--- src/rtl/cv32e40s_pc_check_ext.sv ---
// PC hardening checker: snapshots control-flow targets on pc_set, verifies the next valid IF PC,
// checks sequential PCs, counts errors and escalates to a sticky major alert.
//
// state | meaning
// IDLE  | no target check outstanding; sequential check active
// PEND  | target captured in tgt_q, waiting for IF to present a valid PC
module cv32e40s_pc_check_ext #(
    parameter int NUM_TARGETS   = 12,
    parameter int SEL_W         = $clog2(NUM_TARGETS),
    parameter int ERR_CNT_W     = 4,
    parameter int ERR_THRESHOLD = 2
) (
    input  logic                      clk,
    input  logic                      rst_n,
    input  logic                      pc_set_i,
    input  logic [SEL_W-1:0]          pc_sel_i,
    input  logic [32*NUM_TARGETS-1:0] target_addr_i,
    input  logic [NUM_TARGETS-1:0]    target_excl_i,
    input  logic                      if_valid_i,
    input  logic                      id_ready_i,
    input  logic                      if_is_ptr_i,
    input  logic [31:0]               pc_if_i,
    input  logic [31:0]               if_id_pc_i,
    input  logic [1:0]                if_id_incr_i,
    output logic                      pc_err_o,
    output logic [ERR_CNT_W-1:0]      err_cnt_o,
    output logic                      alert_major_o
);

    typedef enum logic {
        IDLE = 1'b0,
        PEND = 1'b1
    } state_e;

    localparam logic [SEL_W:0]     NUM_TGT_W = (SEL_W+1)'(NUM_TARGETS);
    localparam logic [ERR_CNT_W:0] THRESH_W  = (ERR_CNT_W+1)'(ERR_THRESHOLD);

    state_e                 state_q, state_d;
    logic                   enable_q, enable_d;
    logic                   seq_q, seq_d;
    logic [31:0]            tgt_q, tgt_d;
    logic [ERR_CNT_W-1:0]   cnt_q, cnt_d;
    logic                   alert_q, alert_d;

    logic [31:0]            sel_target;
    logic                   sel_excl;
    logic                   sel_in_range;
    logic                   trigger;
    logic [31:0]            incr_amt;
    logic                   incr_bad;
    logic [31:0]            seq_exp;
    logic                   tgt_err;
    logic                   seq_err;
    logic                   pc_err;
    logic [ERR_CNT_W:0]     cnt_inc;

    always_comb begin
        sel_target = '0;
        sel_excl   = 1'b0;
        for (int k = 0; k < NUM_TARGETS; k++) begin
            if (pc_sel_i == SEL_W'(k)) begin
                sel_target = target_addr_i[32*k +: 32];
                sel_excl   = target_excl_i[k];
            end
        end
    end

    assign sel_in_range = ({1'b0, pc_sel_i} < NUM_TGT_W);
    assign trigger      = pc_set_i & sel_in_range & ~sel_excl;

    always_comb begin
        incr_amt = '0;
        incr_bad = 1'b0;
        case (if_id_incr_i)
            2'd0:    incr_amt = 32'd0;
            2'd1:    incr_amt = 32'd2;
            2'd2:    incr_amt = 32'd4;
            default: incr_bad = 1'b1;
        endcase
    end

    // 32-bit add wraps naturally, so 0xFFFF_FFFE + 2 expects 0
    assign seq_exp = if_id_pc_i + incr_amt;

    assign tgt_err = (state_q == PEND) & if_valid_i & (pc_if_i != tgt_q);
    assign seq_err = seq_q & (state_q == IDLE) & (incr_bad | (pc_if_i != seq_exp));
    assign pc_err  = enable_q & (tgt_err | seq_err);

    always_comb begin
        state_d = state_q;
        tgt_d   = tgt_q;
        if (trigger) begin
            // a same-cycle compare has already used the old tgt_q above
            state_d = PEND;
            tgt_d   = sel_target & 32'hFFFF_FFFE;
        end else if (pc_set_i) begin
            state_d = IDLE;
        end else if ((state_q == PEND) && if_valid_i) begin
            state_d = IDLE;
        end
    end

    always_comb begin
        enable_d = enable_q | pc_set_i;
        seq_d    = if_valid_i & id_ready_i & ~if_is_ptr_i & ~pc_set_i;
        cnt_inc  = {1'b0, cnt_q} + (ERR_CNT_W+1)'(1);
        cnt_d    = cnt_q;
        alert_d  = alert_q;
        if (pc_err) begin
            if (!(&cnt_q)) begin
                cnt_d = cnt_inc[ERR_CNT_W-1:0];
            end
            if (cnt_inc >= THRESH_W) begin
                alert_d = 1'b1;
            end
        end
    end

    always_ff @(posedge clk or negedge rst_n) begin
        if (!rst_n) begin
            state_q  <= IDLE;
            enable_q <= 1'b0;
            seq_q    <= 1'b0;
            tgt_q    <= '0;
            cnt_q    <= '0;
            alert_q  <= 1'b0;
        end else begin
            state_q  <= state_d;
            enable_q <= enable_d;
            seq_q    <= seq_d;
            tgt_q    <= tgt_d;
            cnt_q    <= cnt_d;
            alert_q  <= alert_d;
        end
    end

    assign pc_err_o      = pc_err;
    assign err_cnt_o     = cnt_q;
    assign alert_major_o = alert_q;

endmodule

--- config.mk ---
export PLATFORM = sky130hd
export DESIGN_NAME = cv32e40s_pc_check_ext
export DESIGN_NICKNAME = d
export VERILOG_FILES = /design/src/rtl/cv32e40s_pc_check_ext.sv
export SDC_FILE = /design/constraint.sdc
export NUM_CORES = 1
export LEC_CHECK = 0
export BUFFER_PORTS_ARGS = -buffer_cell sky130_fd_sc_hd__buf_2
export CAP_MARGIN = 20
export CORE_AREA = 5 5 182 184
export DETAILED_ROUTE_END_ITERATION = 12
export DIE_AREA = 0 0 187 189
export HOLD_SLACK_MARGIN = 0.08
export PLACE_DENSITY = 0.51
export SYNTH_ARGS = -nofsm -noshare
export SYNTH_HDL_FRONTEND = slang
export SYNTH_SLANG_ARGS = --single-unit
--- constraint.sdc ---
create_clock -name clk -period 3 [get_ports clk]
set_input_delay 0.15 -clock clk [delete_from_list [all_inputs] [get_ports clk]]
set_output_delay 0.15 -clock clk [all_outputs]
set_load 0.05 [all_outputs]
==> results of run 1 <==
==> kinds of logic after synthesis <==
group | after synthesis
mux | 40
buf+inv | 72
xor+xnor | 72
simple gates | 221
fa+ha+maj | 5
flops | 39
compound gates | 285
==> worst max-delay path, stage by stage <==
cell	delay, ns
buf_4	0.13
nor2b_4	0.13
ha_4	0.16
fa_2	0.52
xor2_1	0.07
a2111oi_2	0.22
o211ai_1	0.18
a2111oi_2	0.28
buf_4	0.17
nand4_1	0.11
a211oi_2	0.17
buf_4	0.14
a41oi_4	0.15
buf_6	0.20
==> synth_stat cells (6+ instances only) <==
cell / count
o21ai_0: 23
nor4_1: 11
mux2i_1: 8
a22oi_1: 43
and3_1: 6
a31oi_1: 29
dfrtp_1: 39
nand4_1: 20
inv_1: 14
clkbuf_1: 53
nor2b_1: 6
nand3_1: 17
xnor2_1: 20
a21oi_1: 126
o211ai_1: 7
nand2_1: 35
xor2_1: 51
a222oi_1: 18
nor3_1: 12
nor2_1: 78
mux4_2: 31
==> state kept, by name, indices dropped and copies added, names as in the netlist <==
register,flops
alert_major_o,1
err_cnt_o,4
state_q,1
tgt_q,31
enable_q,1
seq_q,1
==> per-stage QoR <==
step                      cell area, um2  util, %   TNS, ns
after CTS                           9010     28.8  -0.00615
final                               9070     29.1         0
after global placement              8760     28.0     -1.60
after global routing                9070     29.0   -0.0652
after floorplan                     5760        -         0
after detailed placement            8760     28.0     -2.75
==> cell type report <==
type	count	area, um2	area share [%]
multi-input cells	623	4590	50.5
repair buffers	508	2740	30.2
flip-flops and latches	39	976	10.8
well taps	402	503	5.54
clock buffers	6	129	1.42
clock inverters	2	60.1	0.662
inverters	15	56.3	0.621
diodes	8	20.0	0.221
==> power breakdown <==
part | total [uW] | internal [uW] | switching, uW
Sequential | 803 | 661 | 142
Combinational | 1440 | 657 | 778
Clock | 680 | 477 | 203
==> routing by layer <==
layer	global-route usage (%)	wire length, um	up-vias
met5	0	60	-
met1	23.3	14100	3783
met2	33.0	17600	414
li1	-	-	3788
met4	5.12	894	10
met3	4.15	3070	54
==> path summary, 6_finish.rpt <==
kind                                     from            end  depth (start not counted)
max                           if_id_incr_i[0]       pc_err_o                         14
min                        target_addr_i[373]      tgt_q[21]                          3
max reg2reg                          tgt_q[3]   err_cnt_o[3]                          9
min reg2reg                     alert_major_o  alert_major_o                          1
max in group asynchronous               rst_n      tgt_q[19]                          2
min in group asynchronous               rst_n  alert_major_o                          2
==> timing repair <==
action,in CTS,in global routing
endpoints found under the hold margin,40,0
hold buffers,2,0
buffers inserted,2,1
pin swaps,5,4
cloned,0,0
gates resized for setup,8,10
endpoints found under the setup margin,6,6
==> run_results.csv, run 1 <==
group,metric,value,unit
drt,vias,8049,
flow_run,maxCapViolations,0,
floorplan,ios,478,
yosys,synth_fp_nets,1211,
drt,drcViolationCount,0,
power_and_ir_drop,power.leakage,0.00404,uW
place,dp_hpwl,31.2,mm
timing,fin_crit_sh,97.5,%
setup_path,cp-end-kind,"primary output",
worst_hold_path,hp-class,"in2reg",
setup_path,start_kind,"input pin",
yosys,synth_area_leader_cell,"dfrtp_1",
final_layout,instances_no_fill,1603,
drt,routedWlPerCell,22.3,um
setup_path,worstPathArrival,2.78,ns
timing,hold_viol_final,0,
yosys,yosysTopAreaCellShare,17.0,%
timing,timing.hold.ws,0.121,ns
timing,rsz0062_at_grt,"yes",
clock_tree,clock_path_buffers,2,
place,io_buffers,465,
drt,ant_nets,0,
clock_tree,clockRootBuffer,"clkbuf_16",
drt,viasPerCell,5.02,
yosys,synth.ff_latch_count,39,
setup_path,rrSetupSlack,0.69,ns
floorplan,die_h,189,um
clock_tree,cts_sinks,39,
yosys,synth_top_cells_by_area,"dfrtp_1 (17%), mux4_2 (12%), a21oi_1 (11%), xor2_1 (7.8%), a22oi_1 (5.6%)",
setup_path,crit_type,"in2out",
yosys,synthMuxAreaShare,13.8,%
yosys,seq_area_frac_synth,17.0,%
drt,first_pass_iters,7,
yosys,async_reset_ff_share,100,%
setup_path,crit_required,2.85,ns
yosys,synth_compound_area_share,32.1,%
floorplan,core_area,31200,um2
setup_path,critPathMaxFanout,3,
yosys,synthSimpleGateAreaFrac,19.7,%
floorplan,dieWidth,187,um
final_layout,layout_common_cells,"buf_2 (463), a21oi_1 (125), nor2_1 (73), xor2_1 (51), a22oi_1 (43)",
global_route,antenna_found_initial,14,
yosys,syn_area_per_cell,7.81,um2
yosys,ys.flop_type,"dfrtp_1",
yosys,synth_area,5730,um2
floorplan,std_cell_rows,65,
yosys,synth_fa_ha_area_share,1.22,%
final_layout,final_common_cell,"buf_2",
yosys,ys_warn_count,0,
clock_tree,clkSlewWorstSetupHoldPaths,0.06,ns
place,post-place-cells,1582,
yosys,synth_xor_area_share,11.3,%
run_status,status,"finished, final reports clean",
final_layout,nets,1669,
timing,period_minus_slack,2.93,ns
power_and_ir_drop,vdd_drop_max,0.000218,V
yosys,synthDistinctLibCells,70,
timing,clock_skew,0.00696,ns
yosys,synth_top_family_by_area,"compound AO/OA/AOI/OAI gates",
clock_tree,clk_latency,0.28,ns
clock_tree,cts_buffers,5,
timing,fin_ws,0.0738,ns
final_layout,layout-drive-gt1-share,48.7,%
timing,slew_viol_final,0,
clock_tree,htreeDepth,2,
yosys,synth_edf_count,0,
place,place.gp.congestion,0.953,
timing,maxSlewHeadroom,42.1,%
place,pre_cts_slack,-0.501,ns
yosys,syn_inst,734,
timing,max_freq,342,MHz
timing,worstMarginPinSlew,0.869,ns
global_route,grt_first_pass_wirelength,51.3,mm
timing,setup_viol,0,
drt,drtIter0Drc,540,
global_route,grtUsageTotal,18.8,%
final_layout,num-fill-cells,3512,
global_route,grt_max_degree,55,
power_and_ir_drop,cellPowerDensity,322,nW/um2
power_and_ir_drop,power.total,2920,uW
global_route,first_global_vias,8243,
floorplan,dieArea,35300,um2
drt,totalWireLength,35.7,mm
floorplan,initial_core_util,18.3,%
final_layout,area_growth,58.4,%
global_route,gr-total-overflow,0,
clock_tree,cts_tree,"yes",
Note: power is estimated with default switching activity, not from simulation.
==> run 2, diff against run 1 <==
- CELL_PAD_IN_SITES_DETAIL_PLACEMENT: not set -> 1
- CELL_PAD_IN_SITES_GLOBAL_PLACEMENT: not set -> 1
- CORE_AREA: 5 5 182 184 -> 5 5 184 186
- DIE_AREA: 0 0 187 189 -> 0 0 189 191
- PLACE_DENSITY: 0.51 -> 0.68
==> run_results.csv, run 2 (synthesis gave the netlist of run 1 again) <==
group,metric,value,unit
drt,first_pass_iters,8,
setup_path,worstPathArrival,2.86,ns
final_layout,layout_common_cells,"buf_2 (463), a21oi_1 (125), nor2_1 (73), xor2_1 (51), buf_4 (47)",
place,dp_hpwl,33.2,mm
final_layout,final_common_cell,"buf_2",
final_layout,nets,1681,
timing,setup_viol,1,
timing,setup_tns,-0.0146,ns
final_layout,area_growth,59.7,%
clock_tree,cts_tree,"yes",
setup_path,crit-reg2reg-launch,"tgt_q[11]",
setup_path,path_depth,14,
setup_path,crit_family,"compound AO/OA/AOI/OAI gates",
setup_path,slowest_stage,"fa_2",
timing,hold_viol_final,0,
timing,fin_ws,-0.0146,ns
clock_tree,clockRootBuffer,"clkbuf_16",
setup_path,rrSetupSlack,0.62,ns
power_and_ir_drop,power.leakage,0.00409,uW
floorplan,dieArea,36100,um2
run_status,violations,"negative setup slack",
setup_path,r2r_cells,9,
final_layout,post-route-util,28.5,%
floorplan,die_h,191,um
timing,clock_skew,0.00663,ns
place,pre_cts_slack,-0.498,ns
setup_path,crit_required,2.85,ns
timing,worstMarginPinSlew,0.901,ns
place,io_buffers,465,
timing,maxSlewHeadroom,39.9,%
timing,rsz0062_at_grt,"yes",
timing,fin_crit_sh,100,%
setup_path,cpMostUsedCell,"buf_6",
setup_path,crit_start,"if_id_incr_i[0]",
floorplan,core_area,32100,um2
setup_path,crit_end,"pc_err_o",
floorplan,std_cell_rows,66,
clock_tree,cts_sinks,39,
drt,viasPerCell,5.15,
drt,routedWlPerCell,23.2,um
timing,period_minus_slack,3.01,ns
clock_tree,cts_buffers,5,
drt,drtIter0Drc,519,
clock_tree,htreeDepth,2,
global_route,grt_first_pass_wirelength,54.0,mm
drt,drcViolationCount,0,
power_and_ir_drop,power.total,2830,uW
final_layout,layout-drive-gt1-share,49.5,%
power_and_ir_drop,vdd_drop_max,0.000188,V
setup_path,critPathMaxStageDelay,0.41,ns
final_layout,largest_reg_flops,31,
setup_path,critPathMaxFanout,5,
run_status,status,"finished with violations",
floorplan,dieWidth,189,um
final_layout,instances_no_fill,1622,
place,post-place-cells,1595,
drt,totalWireLength,37.7,mm
setup_path,path_buf_inv,4,
clock_tree,clkSlewWorstSetupHoldPaths,0.06,ns
clock_tree,clk_latency,0.29,ns
floorplan,initial_core_util,17.8,%
place,place.gp.congestion,0.928,
power_and_ir_drop,cellPowerDensity,309,nW/um2
global_route,gr-total-overflow,0,
timing,slew_viol_final,0,
setup_path,start_kind,"input pin",
worst_hold_path,hp-class,"in2reg",
flow_run,maxCapViolations,0,
setup_path,worstPathCellList,"buf_8 -> nor2b_4 -> ha_4 -> fa_2 -> buf_6 -> and4_4 -> buf_12 -> nand4_1 -> nand3b_1 -> a2111oi_2 -> o21ai_1 -> a221oi_2 -> a41oi_4 -> buf_6",
global_route,antenna_found_initial,11,
drt,ant_nets,0,
setup_path,crit_type,"in2out",
setup_path,r2r_end,"err_cnt_o[3]",
floorplan,ios,478,
global_route,grtUsageTotal,19.4,%
timing,max_freq,332,MHz
clock_tree,clock_path_buffers,2,
setup_path,cp-end-kind,"primary output",
final_layout,regMostFlops,"tgt_q",
global_route,first_global_vias,8825,
global_route,grt_max_degree,64,
drt,vias,8355,
-- run 2: routing by layer --
metal / share of wire [%] / global-route usage (%) / up-vias / wire [um]
met3: 6.8 / 3.82 / 59 / 2570
met4: 3.4 / 7.15 / 4 / 1280
met1: 40 / 23.9 / 4078 / 15100
met5: 0.072 / 0 / - / 27
li1: - / - / 3814 / -
met2: 50 / 33.6 / 400 / 18700
-- run 2: stage by stage --
step | instance area [um2] | hold WS (ns)
5_1_grt | 9150 | 0.118
3_5_place_dp | 8800 | 0.326
3_3_place_gp | 8800 | 0.315
4_1_cts | 9020 | 0.111
6_report | 9150 | 0.114
2_1_floorplan | 5760 | -0.146
-- run 2: where the power goes --
part           switching (uW)  total [uW]  internal [uW]
Combinational             797        1460            663
Sequential                144         805            661
Clock                     211         564            353
-- run 2: worst min-delay path by stage --
stage | startpoint | endpoint | slack [ns] | cells after the start
6_report | target_addr_i[367] | tgt_q[15] | 0.11 | 3
5_1_grt | target_addr_i[368] | tgt_q[16] | 0.12 | 3
2_1_floorplan | rst_n | alert_major_o | -0.15 | 0
3_3_place_gp | rst_n | alert_major_o | 0.32 | 1
3_5_place_dp | rst_n | alert_major_o | 0.33 | 1
4_1_cts | target_addr_i[357] | tgt_q[5] | 0.11 | 3
-- run 2: worst register-to-register path: stages (launching register included) --
cell and delay, ns:
dfrtp_1 0.42, xor2_1 0.18, nor4_1 0.39, nand4_1 0.20, o2111ai_1 0.37, o21a_1 0.22
a41oi_4 0.06, buf_4 0.21, a21oi_1 0.15, a41oi_1 0.06
-- run 2: final cells by class --
type / instances / area (um2)
Antenna cell: 9 / 22.5
Timing Repair Buffer: 520 / 2830
Fill cell: 4026 / 23000
Clock inverter: 1 / 7.51
Tap cell: 408 / 510
Inverter: 15 / 56.3
Multi-Input combinational cell: 623 / 4600
Clock buffer: 7 / 153
Sequential cell: 39 / 976
-- run 2: timing repair --
item,in CTS,in global routing
buffers inserted,1,7
endpoints found under the hold margin,40,0
hold buffers,2,0
pin swaps,4,14
gates resized for setup,8,15
cloned,0,0
endpoints found under the setup margin,6,6
